**src/rtl/ex_stage.sv**
```systemverilog
// Execute stage: single-cycle ALU, iterative unsigned mul/div unit, and the EX/MEM register.
// Mul/div holds the front end for MD_CYCLES+1 cycles; the result enters EX/MEM on the DONE edge.
module ex_stage #(
  parameter int XLEN      = 32,
  parameter int MD_CYCLES = 32
) (
  input  logic            clk,
  input  logic            rst,
  input  logic            ex_valid,
  input  logic [4:0]      EX_ALU_OP,
  input  logic [XLEN-1:0] EX_muxA,
  input  logic [XLEN-1:0] EX_muxB,
  input  logic [15:0]     EX_IMMEDIATE,
  input  logic [XLEN-1:0] EX_NEXT_PC,
  input  logic [1:0]      EX_RF_D_SEL,
  input  logic [1:0]      EX_RD_SEL,
  input  logic            EX_DM_WE,
  input  logic            EX_DM_ADDR_SEL,
  input  logic            EX_ret_enable,
  output logic            ex_stall,
  output logic            MEM_valid,
  output logic [XLEN-1:0] MEM_ALU_RESULT,
  output logic [XLEN-1:0] MEM_DM_ADDR,
  output logic [XLEN-1:0] MEM_STORE_DATA,
  output logic [XLEN-1:0] MEM_NEXT_PC,
  output logic [1:0]      MEM_RF_D_SEL,
  output logic [1:0]      MEM_RD_SEL,
  output logic            MEM_DM_WE,
  output logic            MEM_ret_enable
);
  localparam int CW = $clog2(MD_CYCLES);
  localparam int SW = $clog2(XLEN);

  localparam logic [4:0] OP_ADD   = 5'd0;
  localparam logic [4:0] OP_SUB   = 5'd1;
  localparam logic [4:0] OP_AND   = 5'd2;
  localparam logic [4:0] OP_OR    = 5'd3;
  localparam logic [4:0] OP_XOR   = 5'd4;
  localparam logic [4:0] OP_SLL   = 5'd5;
  localparam logic [4:0] OP_SRL   = 5'd6;
  localparam logic [4:0] OP_SRA   = 5'd7;
  localparam logic [4:0] OP_SLT   = 5'd8;
  localparam logic [4:0] OP_SLTU  = 5'd9;
  localparam logic [4:0] OP_PASSB = 5'd10;
  localparam logic [4:0] OP_ADDI  = 5'd11;
  localparam logic [4:0] OP_MUL   = 5'd16;
  localparam logic [4:0] OP_MULHU = 5'd17;
  localparam logic [4:0] OP_DIVU  = 5'd18;
  localparam logic [4:0] OP_REMU  = 5'd19;

  typedef enum logic [1:0] {MD_IDLE, MD_BUSY, MD_DONE} md_state_t;

  md_state_t         state_q, state_d;
  logic [CW-1:0]     count_q, count_d;
  logic [4:0]        md_op_q, md_op_d;
  logic [2*XLEN-1:0] md_acc_q, md_acc_d;
  logic [2*XLEN-1:0] md_a_q, md_a_d;
  logic [XLEN-1:0]   md_b_q, md_b_d;

  logic              mem_valid_q, mem_valid_d;
  logic [XLEN-1:0]   mem_res_q, mem_res_d;
  logic [XLEN-1:0]   mem_addr_q, mem_addr_d;
  logic [XLEN-1:0]   mem_store_q, mem_store_d;
  logic [XLEN-1:0]   mem_npc_q, mem_npc_d;
  logic [1:0]        mem_rf_d_sel_q, mem_rf_d_sel_d;
  logic [1:0]        mem_rd_sel_q, mem_rd_sel_d;
  logic              mem_dm_we_q, mem_dm_we_d;
  logic              mem_ret_q, mem_ret_d;

  logic              is_md_op;
  logic              md_start;
  logic              md_last;
  logic [SW-1:0]     shamt;
  logic [XLEN-1:0]   imm_sext;
  logic [XLEN-1:0]   alu_res;
  logic [XLEN-1:0]   md_res;
  logic [XLEN-1:0]   ex_res;
  logic [XLEN:0]     rem_shift;
  logic [XLEN:0]     rem_diff;

  assign is_md_op = (EX_ALU_OP[4:2] == 3'b100);
  assign md_start = (state_q == MD_IDLE) && ex_valid && is_md_op;
  assign md_last  = (count_q == CW'(MD_CYCLES - 1));
  assign shamt    = EX_muxB[SW-1:0];
  assign imm_sext = {{(XLEN-16){EX_IMMEDIATE[15]}}, EX_IMMEDIATE};

  always_comb begin
    alu_res = '0;
    case (EX_ALU_OP)
      OP_ADD:   alu_res = EX_muxA + EX_muxB;
      OP_SUB:   alu_res = EX_muxA - EX_muxB;
      OP_AND:   alu_res = EX_muxA & EX_muxB;
      OP_OR:    alu_res = EX_muxA | EX_muxB;
      OP_XOR:   alu_res = EX_muxA ^ EX_muxB;
      OP_SLL:   alu_res = EX_muxA << shamt;
      OP_SRL:   alu_res = EX_muxA >> shamt;
      OP_SRA:   alu_res = $unsigned($signed(EX_muxA) >>> shamt);
      OP_SLT:   alu_res = {{(XLEN-1){1'b0}}, ($signed(EX_muxA) < $signed(EX_muxB))};
      OP_SLTU:  alu_res = {{(XLEN-1){1'b0}}, (EX_muxA < EX_muxB)};
      OP_PASSB: alu_res = EX_muxB;
      OP_ADDI:  alu_res = EX_muxA + imm_sext;
      default:  alu_res = '0;
    endcase
  end

  // Divide keeps the partial remainder in md_acc low half and shifts the dividend/quotient through md_a.
  assign rem_shift = {md_acc_q[XLEN-1:0], md_a_q[XLEN-1]};
  assign rem_diff  = rem_shift - {1'b0, md_b_q};

  always_comb begin
    count_d  = count_q;
    md_op_d  = md_op_q;
    md_acc_d = md_acc_q;
    md_a_d   = md_a_q;
    md_b_d   = md_b_q;
    case (state_q)
      MD_IDLE: begin
        if (md_start) begin
          md_op_d  = EX_ALU_OP;
          md_acc_d = '0;
          md_a_d   = {{XLEN{1'b0}}, EX_muxA};
          md_b_d   = EX_muxB;
          count_d  = '0;
        end
      end
      MD_BUSY: begin
        count_d = md_last ? '0 : count_q + 1'b1;
        if (!md_op_q[1]) begin
          if (md_b_q[0]) md_acc_d = md_acc_q + md_a_q;
          md_a_d = md_a_q << 1;
          md_b_d = md_b_q >> 1;
        end else if (!rem_diff[XLEN]) begin
          md_acc_d = {{XLEN{1'b0}}, rem_diff[XLEN-1:0]};
          md_a_d   = {{XLEN{1'b0}}, md_a_q[XLEN-2:0], 1'b1};
        end else begin
          md_acc_d = {{XLEN{1'b0}}, rem_shift[XLEN-1:0]};
          md_a_d   = {{XLEN{1'b0}}, md_a_q[XLEN-2:0], 1'b0};
        end
      end
      default: ;
    endcase
  end

  always_comb begin
    md_res = '0;
    case (md_op_q)
      OP_MUL:   md_res = md_acc_q[XLEN-1:0];
      OP_MULHU: md_res = md_acc_q[2*XLEN-1:XLEN];
      OP_DIVU:  md_res = md_a_q[XLEN-1:0];
      OP_REMU:  md_res = md_acc_q[XLEN-1:0];
      default:  md_res = '0;
    endcase
  end

  assign ex_res = (state_q == MD_DONE) ? md_res : alu_res;

  always_comb begin
    state_d = state_q;
    case (state_q)
      MD_IDLE: if (md_start) state_d = MD_BUSY;
      MD_BUSY: if (md_last) state_d = MD_DONE;
      MD_DONE: state_d = MD_IDLE;
      default: state_d = MD_IDLE;
    endcase
  end

  always_comb begin
    ex_stall = md_start || (state_q == MD_BUSY);
  end

  always_comb begin
    mem_valid_d    = mem_valid_q;
    mem_res_d      = mem_res_q;
    mem_addr_d     = mem_addr_q;
    mem_store_d    = mem_store_q;
    mem_npc_d      = mem_npc_q;
    mem_rf_d_sel_d = mem_rf_d_sel_q;
    mem_rd_sel_d   = mem_rd_sel_q;
    mem_dm_we_d    = mem_dm_we_q;
    mem_ret_d      = mem_ret_q;
    if (ex_stall) begin
      mem_valid_d = 1'b0;
      mem_dm_we_d = 1'b0;
    end else begin
      mem_valid_d    = ex_valid;
      mem_res_d      = ex_res;
      mem_addr_d     = EX_DM_ADDR_SEL ? {16'h0, EX_IMMEDIATE} : ex_res;
      mem_store_d    = EX_muxB;
      mem_npc_d      = EX_NEXT_PC;
      mem_rf_d_sel_d = EX_RF_D_SEL;
      mem_rd_sel_d   = EX_RD_SEL;
      mem_dm_we_d    = EX_DM_WE;
      mem_ret_d      = EX_ret_enable;
    end
  end

  always_ff @(posedge clk or posedge rst) begin
    if (rst) begin
      state_q  <= MD_IDLE;
      count_q  <= '0;
      md_op_q  <= '0;
      md_acc_q <= '0;
      md_a_q   <= '0;
      md_b_q   <= '0;
    end else begin
      state_q  <= state_d;
      count_q  <= count_d;
      md_op_q  <= md_op_d;
      md_acc_q <= md_acc_d;
      md_a_q   <= md_a_d;
      md_b_q   <= md_b_d;
    end
  end

  always_ff @(posedge clk or posedge rst) begin
    if (rst) begin
      mem_valid_q    <= 1'b0;
      mem_res_q      <= '0;
      mem_addr_q     <= '0;
      mem_store_q    <= '0;
      mem_npc_q      <= '0;
      mem_rf_d_sel_q <= '0;
      mem_rd_sel_q   <= '0;
      mem_dm_we_q    <= 1'b0;
      mem_ret_q      <= 1'b0;
    end else begin
      mem_valid_q    <= mem_valid_d;
      mem_res_q      <= mem_res_d;
      mem_addr_q     <= mem_addr_d;
      mem_store_q    <= mem_store_d;
      mem_npc_q      <= mem_npc_d;
      mem_rf_d_sel_q <= mem_rf_d_sel_d;
      mem_rd_sel_q   <= mem_rd_sel_d;
      mem_dm_we_q    <= mem_dm_we_d;
      mem_ret_q      <= mem_ret_d;
    end
  end

  assign MEM_valid      = mem_valid_q;
  assign MEM_ALU_RESULT = mem_res_q;
  assign MEM_DM_ADDR    = mem_addr_q;
  assign MEM_STORE_DATA = mem_store_q;
  assign MEM_NEXT_PC    = mem_npc_q;
  assign MEM_RF_D_SEL   = mem_rf_d_sel_q;
  assign MEM_RD_SEL     = mem_rd_sel_q;
  assign MEM_DM_WE      = mem_dm_we_q;
  assign MEM_ret_enable = mem_ret_q;

endmodule

```
**config.mk**
```make
export PLATFORM = sky130hd
export DESIGN_NAME = ex_stage
export DESIGN_NICKNAME = d
export VERILOG_FILES = /design/src/rtl/ex_stage.sv
export SDC_FILE = /design/constraint.sdc
export NUM_CORES = 2
export LEC_CHECK = 0
export ABC_AREA = 1
export CORE_MARGIN = 5
export CORE_UTILIZATION = 50
export DETAILED_ROUTE_END_ITERATION = 6
export PLACE_DENSITY = 0.81
export RECOVER_POWER = 25
export SETUP_SLACK_MARGIN = 0.3
export SKIP_CTS_REPAIR_TIMING = 1
export SYNTH_ARGS = -nofsm -noshare
export SYNTH_HDL_FRONTEND = slang
export SYNTH_SLANG_ARGS = --single-unit
export TNS_END_PERCENT = 50
```
**constraint.sdc**
```tcl
create_clock -name clk -period 17.8 [get_ports clk]
set_clock_uncertainty 0.1 [all_clocks]
set_input_delay 5.34 -clock clk [delete_from_list [all_inputs] [get_ports clk]]
set_output_delay 5.34 -clock clk [all_outputs]
set_load 0.005 [all_outputs]
```
Word level (Yosys, flattened, before mapping):

Index checks and enable logic that the tools add are counted.

* flip-flop bits (word level): 307
* logic and storage cells: 88
* output and inout bits: 136
* input port bits: 127

* mux-type cells: 24
* shifts and indexed selects: 3
* order comparisons: 2
* add/sub/neg operators: 6
* eq/ne operators: 23
* bitwise operators: 3
* reduce and logical (&&, ||, !) cells: 12

Operators with widths (count)
* $pmux 32 s12: 1
* $mux 64: 5
* $pmux 64 s2: 2
* $mux 32: 5
* $pmux 32 s3: 1
* $add 32x32->32: 2
* $add 64x64->64: 1
* $lt 32x32->1: 2
* $pmux 32 s2: 1
* $sub 33x32->33: 1
* $and 32x32->32: 1
* $or 32x32->32: 1
* $shl 32x5->32: 1
* $shr 32x5->32: 1
* $sshr 32x5->32: 1
* $sub 32x32->32: 1
* $xor 32x32->32: 1
* $eq 5x5->1 const B: 5
* $eq 5x3->1 const B: 4
* $eq 5x4->1 const B: 4
* $eq 5x2->1 const B: 2
* $mux 5: 2
* $pmux 5 s2: 1
* $ne 2x2->1 const B: 3
* 17 further kinds: 24

Depth between registers and ports, before layout:

* depth in word-level cells: 5
* gate-level depth with buffers: 26

Worst setup path after synthesis:

Ideal clock, no wire load.

* kind: input to output
* start: in EX_ALU_OP[2]
* end: out ex_stall
* data arrival time: 6.292 ns
* path buffers: 3
* stages: 6
* slack: 6.068 ns
* cell sequence: nor2_1 nand3_1 nand2_1 buf_4 buf_2 buf_2

* cells in the longest elaborated chain, start to end: 3

Ends and longest elaborated chain
* start, declared: line 10 `input logic [4:0] EX_ALU_OP,`
* $eq 3x3->1: line 81 `assign is_md_op = (EX_ALU_OP[4:2] == 3'b100);`
* $logic_and 1x1->1: line 82 `assign md_start = (state_q == MD_IDLE) && ex_valid && is_md_op;`
* $logic_or 1x1->1: line 168 `ex_stall = md_start || (state_q == MD_BUSY);`
* end, declared: line 20 `output logic ex_stall,`

Every way passes these cells.

Final worst setup path:

* start: in EX_ALU_OP[4]
* end: out ex_stall

The elaborated chain is that of the path after synthesis.

==> impl_results.md <==
- Most used DFF post-synth: dfrtp_1
- Final setup fails: 0
- Setup WS post-layout: between 3 and 4 ns
- Routability congestion estimate: 1.14
- Area grow syn2layout: 13.6%
- Final period util: 77.9%
- Die Y-Extent: 261 um
- CTS tree: done
- Maximum clock frequency: 72.1 MHz
- Initial antenna violation count: 11
- Syn Inst Count: 5182
- WL met1: 55200 um
- Max stage delay cell, worst path: clkbuf_1
- Syn. warnings: 0
- Area contributors post-synth: dfrtp_1, nand2_1, ha_1
- CTS Buf Count: 38
- Routed wire per std cell: 24.4 um
- Worst setup path start: EX_ALU_OP[4]
- Rel. slew slack: -346%
- Final Total Pwr: approximately 0.0052 W
- Slew Viols, Final: 149
- Placed cell areas: 34600 um^2
- Wire length on met3: 16300 um
- Critical Path Max Stage Delay: between 0.6 and 0.7 ns
- Num rows: 92
- Yosys reg bits: 307
- Slew @ Worst Pin: about 6.7 ns
- RSZ-0062 raised after global routing: no
- Pwr/cell area: between 100 and 150 nW/um^2
- Routed wl met2: about 66000 um
- Worst setup SP type: input pin
- Reg2Reg Depth: 7
- Synth area leader: dfrtp_1
- H-tree Lvls: 2
- Clock latency on the worst-skew pair: 0.61 ns
- PortBufs: between 200 and 300
- Worst Hold Launch: md_op_q[4]
- Pin count of the biggest net entering global routing: 196
- Post-synthesis cell area: 31600 um^2
- Worst R2R Start: state_q[0]
- GRT Util Overall: 42.8%
- Crit-path max FO: 69
- LEAKAGE: 18.3 nW
- Min cycle time layout: roughly 14 ns
- DRC: 2
- Synth top area share: 24.3%
- Die Area: 68400 um^2
- Fillers: 6501
- Antenna-violating nets left: 0
- Dpl hpwl: 120000 um
- 1st-iter DRT viols: just under 5000
- Max cap viols: 1
- Overflow after GRT: 0
- Worst-path clk slew: 0.06 ns
- Clock buffer depth: 3
- Delay-heaviest family, CP: buffers and inverters
- # nets final: around 5700
- DR top layer: met5
- Number of primary I/O pins: 263
- Status: complete, but fails checks
- Drt pass-1 iters: 7
- Reg2reg setup slack: between 10 and 15 ns
- Hold Path End: md_op_q[4]
- Worst Path Buf+Inv: 4
- Crit path cell chain: dlygate4sd3_1, inv_1, nor3_1, nand3_1, clkbuf_1, nand2_4, clkdlybuf4s50_1
- Share of layout cells above drive strength 1: 3.68%
- Core Region: around 63000 um^2
- First-pass GRT wire length: 218000 um
- Hold Crit Class: flip-flop to flip-flop
- Arrival @ worst endpoint: 8.43 ns
- Post-Syn Area per Cell: 6.10 um^2
- CTS root buffer: clkbuf_16
- Asr flop ratio synth: 100%
- Finished Cell Area: 35900 um^2
- Vias after detailed routing: roughly 37000
- Chip width: 261 um
- Drt total wl: 152000 um
- Placement Setup Slack: 4.57 ns
- Synth unique cells: 67
- Number of global-route vias before repair: ~34000
- Post-synthesis sequential area ratio: 24.3%
- Clk sinks: 307
- Reg2reg end: count_q[2]
- Initial Utilization: 50.3%
- Max VDD drop: 147 uV
- EDFF count, synth: 0
- Routed vias/inst: a little under 6
- Syn nets: 5545
- Fin. Hold Viols: 0
- Setup_tns: 0 ns
- Worst Setup End Kind: primary output
- WS Path Type: input pin to primary output
- Hold Path Stages: 2
- CP required: 12.36 ns
- Failing checks: design-rule violations, max-capacitance violations, max-slew violations
[layout by cell type (no fill, tap or decap), drive strengths merged, types with 38 or more instances in the layout]
master,n
nor2,463
a21oi,262
nor3,38
nand4,53
o211ai,100
clkdlybuf4s50,224
dfrtp,307
inv,670
nand3,550
o22ai,53
ha,232
clkbuf,52
nand2,1718
o21ai,343
[cells by family after synthesis]
family                   synth area share [%]
adder cells (fa/ha/maj)                  9.43
XOR/XNOR                                0.970
flip-flops                               24.3
AND/OR/NAND/NOR                          38.5
buffers and inverters                    10.9
AO/OA/AOI/OAI                            15.8
multiplexers                           0.0317
[per-stage QoR]
stage          instances  utilization, %  hold slack [ns]
2_1_floorplan       5182               -            0.322
3_3_place_gp        6139            55.1            0.342
3_5_place_dp        6139            55.1            0.343
4_1_cts             6204            57.1            0.358
5_1_grt             6207            57.1            0.379
6_report            6212            57.1            0.354
[worst min-delay path, cell delays in order (launching register included)]
cell and delay [ns]:
dfrtp_1 0.32, inv_1 0.05, nand2_1 0.06
[state kept, by name, summed over array words and instances (netlist names), 5 cells and up]
register,cells
md_a_q,64
MEM_NEXT_PC,32
count_q,5
md_op_q,5
md_acc_q,64
MEM_STORE_DATA,32
md_b_q,32
MEM_ALU_RESULT,32
MEM_DM_ADDR,32
[synthesized netlist by cell type (5+ instances only)]
cell / count
o21ai_0: 296
o21a_1: 9
a31oi_1: 24
a21oi_2: 7
and2_1: 13
nand4_1: 52
inv_2: 22
nor2_2: 7
nand2_2: 10
nor4_1: 7
inv_1: 644
nor2_1: 446
nor2_4: 8
nand2_1: 1699
a21boi_0: 5
o211ai_1: 99
nand3_1: 546
xnor2_1: 9
buf_4: 16
o221ai_1: 16
buf_1: 17
nor3_1: 37
buf_6: 15
o21ai_1: 43
o22ai_1: 53
nand2_4: 7
a21o_1: 14
a21oi_1: 255
nand3b_1: 19
o21bai_1: 23
clkbuf_1: 67
buf_2: 65
or2_2: 11
a211oi_2: 6
xor2_1: 26
ha_1: 232
dfrtp_1: 307
[report_power, final]
part / switching, W / total, W / internal (W)
Combinational: 0.00216 / 0.00320 / 0.00103
Sequential: 0.000230 / 0.00119 / 0.000962
Clock: 0.000339 / 0.000816 / 0.000476
Total: 0.00273 / 0.00520 / 0.00247
[layout make-up]
| cell class | instances | area [um^2] | area share [%] |
|---|---|---|---|
| timing repair buffer | 292 | 2850 | 7.95 |
| sequential | 307 | 7680 | 21.4 |
| multi-input combinational | 4023 | 20500 | 57.1 |
| clock buffer | 51 | 1090 | 3.04 |
| antenna | 8 | 20.0 | 0.0557 |
| inverter | 671 | 2530 | 7.04 |
| tap | 846 | 1060 | 2.95 |
| clock inverter | 14 | 180 | 0.502 |
[routing by layer]
| layer | global-route usage [%] | up-vias |
|---|---|---|
| met5 | 0 | - |
| met4 | 30.4 | 8 |
| met3 | 11.2 | 636 |
| met2 | 66.9 | 2115 |
| met1 | 51.3 | 17100 |
| li1 | - | 17200 |
[how the worst max path moves through the flow]
| stage | endpoint | cells after the start | slack, ns |
|---|---|---|---|
| 3_3_place_gp | ex_stall | 7 | 4.57 |
| 6_report | ex_stall | 7 | 3.93 |
| 2_1_floorplan | MEM_ALU_RESULT[0] | 1 | 3.87 |
| 4_1_cts | ex_stall | 7 | 4.56 |
| 5_1_grt | ex_stall | 7 | 3.78 |
| 3_5_place_dp | ex_stall | 7 | 4.57 |
Note: power is estimated with default switching activity, not from simulation.
